<file path="config.mk">
export PLATFORM = sky130hd
export DESIGN_NAME = mux_sequencer_flat
export DESIGN_NICKNAME = d
export VERILOG_FILES = /design/src/rtl/mux_sequencer_if.sv /design/src/rtl/mux_sequencer.sv /design/src/flat_wrapper.sv
export SDC_FILE = /design/constraint.sdc
export NUM_CORES = 1
export LEC_CHECK = 0
export BUFFER_PORTS_ARGS = -buffer_cell sky130_fd_sc_hd__buf_2
export CORE_AREA = 2 2 57 59
export CTS_BUF_LIST = sky130_fd_sc_hd__clkbuf_4
export CTS_CLUSTER_DIAMETER = 80
export DETAILED_ROUTE_END_ITERATION = 10
export DIE_AREA = 0 0 59 61
export PLACE_DENSITY_LB_ADDON = 0.2
export SLEW_MARGIN = 25
export SYNTH_ARGS = -nofsm -noshare
export SYNTH_HDL_FRONTEND = slang
export SYNTH_SLANG_ARGS = --single-unit
export TNS_END_PERCENT = 20
</file>
<file path="constraint.sdc">
create_clock -name clk -period 2.6 [get_ports clk]
set_input_delay 0.39 -clock clk [delete_from_list [all_inputs] [get_ports clk]]
set_output_delay 0.39 -clock clk [all_outputs]
set_load 0.02 [all_outputs]
</file>
<file path="src/rtl/mux_sequencer_if.sv">
// mux_sequencer_if: control inputs and row-multiplexing outputs of the mux sequencer.
interface mux_sequencer_if #(
    parameter int NB_MUX = 8,
    parameter int RW     = $clog2(NB_MUX)
);
    logic              enable;
    logic              position_sync;
    logic              row_advance;
    logic [NB_MUX-1:0] mux_out;
    logic [RW-1:0]     row_index;
    logic              frame_start;
    logic              busy;
    logic              overrun;
    modport master (
        output enable, position_sync, row_advance,
        input  mux_out, row_index, frame_start, busy, overrun
    );
    modport slave (
        input  enable, position_sync, row_advance,
        output mux_out, row_index, frame_start, busy, overrun
    );
endinterface

</file>
<file path="src/rtl/mux_sequencer.sv">
// mux_sequencer: steps the one-hot LED row select on each driver latch, with
// guaranteed all-off dead time between rows and revolution sync.
module mux_sequencer #(
    parameter int NB_MUX    = 8,
    parameter int DEAD_TIME = 4,
    parameter int RW        = $clog2(NB_MUX)
) (
    input logic clk,
    input logic rst,
    mux_sequencer_if.slave bus
);
    localparam int CW = $clog2(DEAD_TIME + 1);
    localparam logic [NB_MUX-1:0] ONE = NB_MUX'(1);
    typedef enum logic [1:0] {IDLE, DEAD, ON} state_t;
    state_t            state_q, state_d;
    logic [CW-1:0]     cnt_q, cnt_d;
    logic [RW-1:0]     row_q, row_d;
    logic              pending_q, pending_d;
    logic              overrun_q, overrun_d;
    logic [NB_MUX-1:0] mux_q, mux_d;
    logic              fs_q, fs_d;
    logic              busy_q, busy_d;
    always_comb begin
        state_d   = state_q;
        cnt_d     = cnt_q;
        row_d     = row_q;
        pending_d = pending_q;
        overrun_d = overrun_q;
        if (!bus.enable) begin
            state_d   = IDLE;
            row_d     = '0;
            cnt_d     = '0;
            pending_d = 1'b0;
        end else if (state_q == IDLE) begin
            state_d = DEAD;
            row_d   = '0;
            cnt_d   = CW'(DEAD_TIME);
        end else if (bus.position_sync) begin
            state_d   = DEAD;
            row_d     = '0;
            cnt_d     = CW'(DEAD_TIME);
            pending_d = 1'b0;
        end else if (state_q == DEAD) begin
            cnt_d   = cnt_q - CW'(1);
            state_d = (cnt_q <= CW'(1)) ? ON : DEAD;
            if (bus.row_advance) begin
                pending_d = 1'b1;
                overrun_d = overrun_q | pending_q;
            end
        end else if (bus.row_advance || pending_q) begin
            // a queued advance is honoured after the row has been lit for one cycle
            state_d   = DEAD;
            row_d     = (row_q == RW'(NB_MUX - 1)) ? '0 : row_q + RW'(1);
            cnt_d     = CW'(DEAD_TIME);
            pending_d = 1'b0;
            overrun_d = overrun_q | (bus.row_advance & pending_q);
        end
        mux_d  = (state_d == ON) ? ONE << row_d : '0;
        fs_d   = (state_d == ON) && (state_q != ON) && (row_d == '0);
        busy_d = (state_d == DEAD);
    end
    always_ff @(posedge clk) begin
        if (rst) begin
            state_q   <= IDLE;
            cnt_q     <= '0;
            row_q     <= '0;
            pending_q <= 1'b0;
            overrun_q <= 1'b0;
            mux_q     <= '0;
            fs_q      <= 1'b0;
            busy_q    <= 1'b0;
        end else begin
            state_q   <= state_d;
            cnt_q     <= cnt_d;
            row_q     <= row_d;
            pending_q <= pending_d;
            overrun_q <= overrun_d;
            mux_q     <= mux_d;
            fs_q      <= fs_d;
            busy_q    <= busy_d;
        end
    end
    assign bus.mux_out     = mux_q;
    assign bus.row_index   = row_q;
    assign bus.frame_start = fs_q;
    assign bus.busy        = busy_q;
    assign bus.overrun     = overrun_q;
endmodule
</file>
<file path="src/flat_wrapper.sv">
// flat-port wrapper written by rule: the top's interface ports become plain ports
module mux_sequencer_flat 
#(
    parameter int NB_MUX    = 8,
    parameter int DEAD_TIME = 4,
    parameter int RW        = $clog2(NB_MUX)
)
  (clk, rst, bus_enable, bus_position_sync, bus_row_advance, bus_mux_out, bus_row_index, bus_frame_start, bus_busy, bus_overrun);
  mux_sequencer_if #(.NB_MUX(NB_MUX), .RW(RW)) bus_i ();
  input logic clk;
  input logic rst;
  input wire logic [$bits(bus_i.enable)-1:0] bus_enable;
  input wire logic [$bits(bus_i.position_sync)-1:0] bus_position_sync;
  input wire logic [$bits(bus_i.row_advance)-1:0] bus_row_advance;
  output wire logic [$bits(bus_i.mux_out)-1:0] bus_mux_out;
  output wire logic [$bits(bus_i.row_index)-1:0] bus_row_index;
  output wire logic [$bits(bus_i.frame_start)-1:0] bus_frame_start;
  output wire logic [$bits(bus_i.busy)-1:0] bus_busy;
  output wire logic [$bits(bus_i.overrun)-1:0] bus_overrun;
  assign bus_i.enable = bus_enable;
  assign bus_i.position_sync = bus_position_sync;
  assign bus_i.row_advance = bus_row_advance;
  assign bus_mux_out = bus_i.mux_out;
  assign bus_row_index = bus_i.row_index;
  assign bus_frame_start = bus_i.frame_start;
  assign bus_busy = bus_i.busy;
  assign bus_overrun = bus_i.overrun;
  mux_sequencer #(.NB_MUX(NB_MUX), .DEAD_TIME(DEAD_TIME), .RW(RW)) u_core (.clk(clk), .rst(rst), .bus(bus_i));
endmodule
</file>
==> results_dict.tcl <==
set metrics [dict create \
    outcome "complete, no violations" \
    rr_startpoint "u_core.state_q[1]$_SDFF_PP0_" \
    ioPinCount 19 \
    synth_area_leader_cell "dfxtp_1" \
    place_congestion 0.785 \
    clock_sinks 20 \
    fin_ws_ns 0.889 \
    ys_seq_area_share_pct 40.7 \
    synth.mux.area_fraction_pct 1.02 \
    wl_mm 2.05 \
    synth_xor_area_share_pct 0 \
    ys_top_cells_by_area "dfxtp_1 41%, ha_1 5.1%, nor3_1 4.1%" \
    rows 20 \
    synth_fp_nets 113 \
    r2r-end "u_core.bus.mux_out[7]$_SDFF_PP0_" \
    post_cts_buffers 0 \
    synth_top_family_by_area "simple AND/OR/NAND/NOR gates" \
    fin_skew_ns 0.0117 \
    synth-seq-cells 20 \
    layout.cells.non_filler 153 \
    cp.arrival_ns 1.93 \
    ff2ff_path_depth 4 \
    drive_gt1_share_pct 27.5 \
    drt_iter0_markers 9 \
    synth.distinct_cells 40 \
    path_clk_slew_ns 0.11 \
    clockBufferDepth 2 \
    yosys.area_share.simple_pct 27.1 \
    criticalPathCategory "reg -> reg" \
    hp-start "bus_position_sync" \
    startpoint_type "flop" \
    fmax_mhz 584 \
    yosys-top-cells-count "20 x dfxtp_1, 8 x nor3_1, 7 x nor2_1" \
    preCtsSetupSlack_ns 0.907 \
    maxSlewViolCount 0 \
    drt-pass1-iter-count 4 \
    async_reset_ff_share_pct 0 \
    fin_crit_sh_pct 65.8 \
    rsz0062_at_grt "false" \
    core-area_um2 2950 \
    postSynthCellCount 104 \
    postCtsHoldBufs 0 \
    hpwl_mm 1.59 \
    worstSetupEndpointType "flop" \
    cts_made_buffers 3 \
    grt_use_total_pct 13.0 \
    finalSetupViolCount 0 \
    max-cap-violations 0 \
    nFillCells 322 \
    synth_top_area_share_pct 40.7 \
    crit_path_max_fanout 10 \
    fin_setup_tns_ns 0 \
    leakage_nw 0.421 \
    wl_per_cell_um 13.4 \
    antenna_found_initial 0 \
    critPathLaunch "u_core.state_q[1]$_SDFF_PP0_" \
    crit_path_end "u_core.bus.mux_out[7]$_SDFF_PP0_" \
    syn_to_final_growth_pct 12.5 \
    peakVddDrop_uv 109 \
    whs_ns 0.360 \
    synth_edf_count 0 \
    nets 131 \
    start_util_pct 33.3 \
    grt_max_degree 13 \
    required_ns 2.82 \
    clockRootBuffer "clkbuf_4" \
    post_cts_resized 0 \
    syn_area_um2 985 \
    grt_pass1_wl_mm 3.40 \
    cts_tree "built" \
    post-synth-top-count-cell "dfxtp_1" \
    antenna_left 0 \
    synth_compound_area_share_pct 20.7 \
    die_h_um 61 \
    antenna_cells 0 \
    worst_pin_slew_ns 0.435 \
    avgViaCountPerCell 5.46 \
    dieArea_um2 3600 \
    r2r_slack_ns 0.89 \
    ys_dominant_reg_cell "dfxtp_1" \
    gr-total-overflow 0 \
    grt_pass1_vias 753 \
    io_buffers 18 \
    place_inst 150 \
    finalHoldViolCount 0 \
    p_per_area_nw_per_um2 456 \
    vias 835 \
    syn_avg_cell_area_um2 9.47 \
    clk_latency_ns 0.30 \
    timing.hold.worst.class "in -> reg" \
    yosys_warnings 0 \
    htree_levels 1 \
    drc 0 \
    synthAdderAreaFrac_pct 5.08 \
    slew_headroom_pct 71.0 \
    period_needed_ns 1.71 \
    fp.dieW_um 59 \
]
-- critical path, stage by stage, from the launching register on --
cell and delay [ns]:
dfxtp_1 0.56, nand2b_1 0.35, nand3_1 0.22, a211oi_2 0.30, nor3b_2 0.20
-- kinds of logic (layout without fill, tap and decap cells) --
family                     after synthesis  count (layout)
buffers and inverters                   10              26
muxes                                    1               1
and+or+nand+nor                         40              40
DFF                                     20              20
AOI/OAI and AO/OA                       29              29
adders and majority gates                4               4
-- how the worst min path moves through the flow --
stage	endpoint	slack, ns	depth (start not counted)
after floorplan	u_core.pending_q$_SDFFE_PP0P_	0.50	1
final	u_core.pending_q$_SDFFE_PP0P_	0.36	2
after global routing	u_core.pending_q$_SDFFE_PP0P_	0.37	2
after CTS	u_core.pending_q$_SDFFE_PP0P_	0.35	2
after detailed placement	u_core.bus.overrun$_SDFFE_PP0P_	0.47	2
after global placement	u_core.bus.overrun$_SDFFE_PP0P_	0.45	2
-- flip-flops by register name, summed over array words and instances (netlist names) --
register,cells
u_core.bus.busy,1
u_core.bus.frame_start,1
u_core.bus.mux_out,8
u_core.bus.overrun,1
u_core.bus.row_index,3
u_core.cnt_q,3
u_core.pending_q,1
u_core.state_q,2
-- area by class of cell --
| cell class | count | area (um2) | share of cell area [%] |
|---|---|---|---|
| clock buffers | 3 | 22.5 | 2.03 |
| inverters | 4 | 15.0 | 1.36 |
| multi-input cells | 74 | 531 | 47.9 |
| flip-flops and latches | 20 | 400 | 36.2 |
| well taps | 33 | 41.3 | 3.73 |
| repair buffers | 19 | 97.6 | 8.81 |
-- cell usage in the layout, fill, tap and decap left out, types with 2 or more instances in the layout --
master,netlist,routed
a211oi_1,4,4
inv_1,4,4
nor2_1,7,7
ha_1,4,4
clkbuf_4,0,3
dfxtp_1,20,20
nor2b_1,2,2
nand3_1,2,2
buf_2,1,18
nor3_1,8,8
nor4_2,2,2
o21ai_1,2,2
nand2b_1,4,4
nor3b_2,3,3
a21oi_1,6,6
a211oi_2,2,2
nand2_1,2,2
nor4_1,3,3
o21ai_0,3,3
a31oi_1,3,3
-- routing by layer --
| layer | global-route usage [%] | wire length, um | up-vias |
|---|---|---|---|
| met3 | 2.56 | 81 | 4 |
| met1 | 15.9 | 933 | 394 |
| li1 | - | - | 421 |
| met2 | 21.6 | 1020 | 16 |
| met4 | 6.82 | 23 | 0 |
| met5 | 0 | 0 | - |
-- metrics by stage --
step                      total power, mW  util [%]  area (um2)
after floorplan                     0.360         -         985
after global placement              0.371      36.7        1080
after detailed placement            0.371      36.7        1080
after CTS                           0.514      37.5        1110
after global routing                0.533      37.5        1110
final                               0.505      37.5        1110
-- power by group --
group / switching [mW] / total, mW / internal [mW]
registers: 0.00466 / 0.315 / 0.310
clock network: 0.0875 / 0.141 / 0.0540
logic: 0.0308 / 0.0489 / 0.0181
Power figures use the tool's default switching activity.
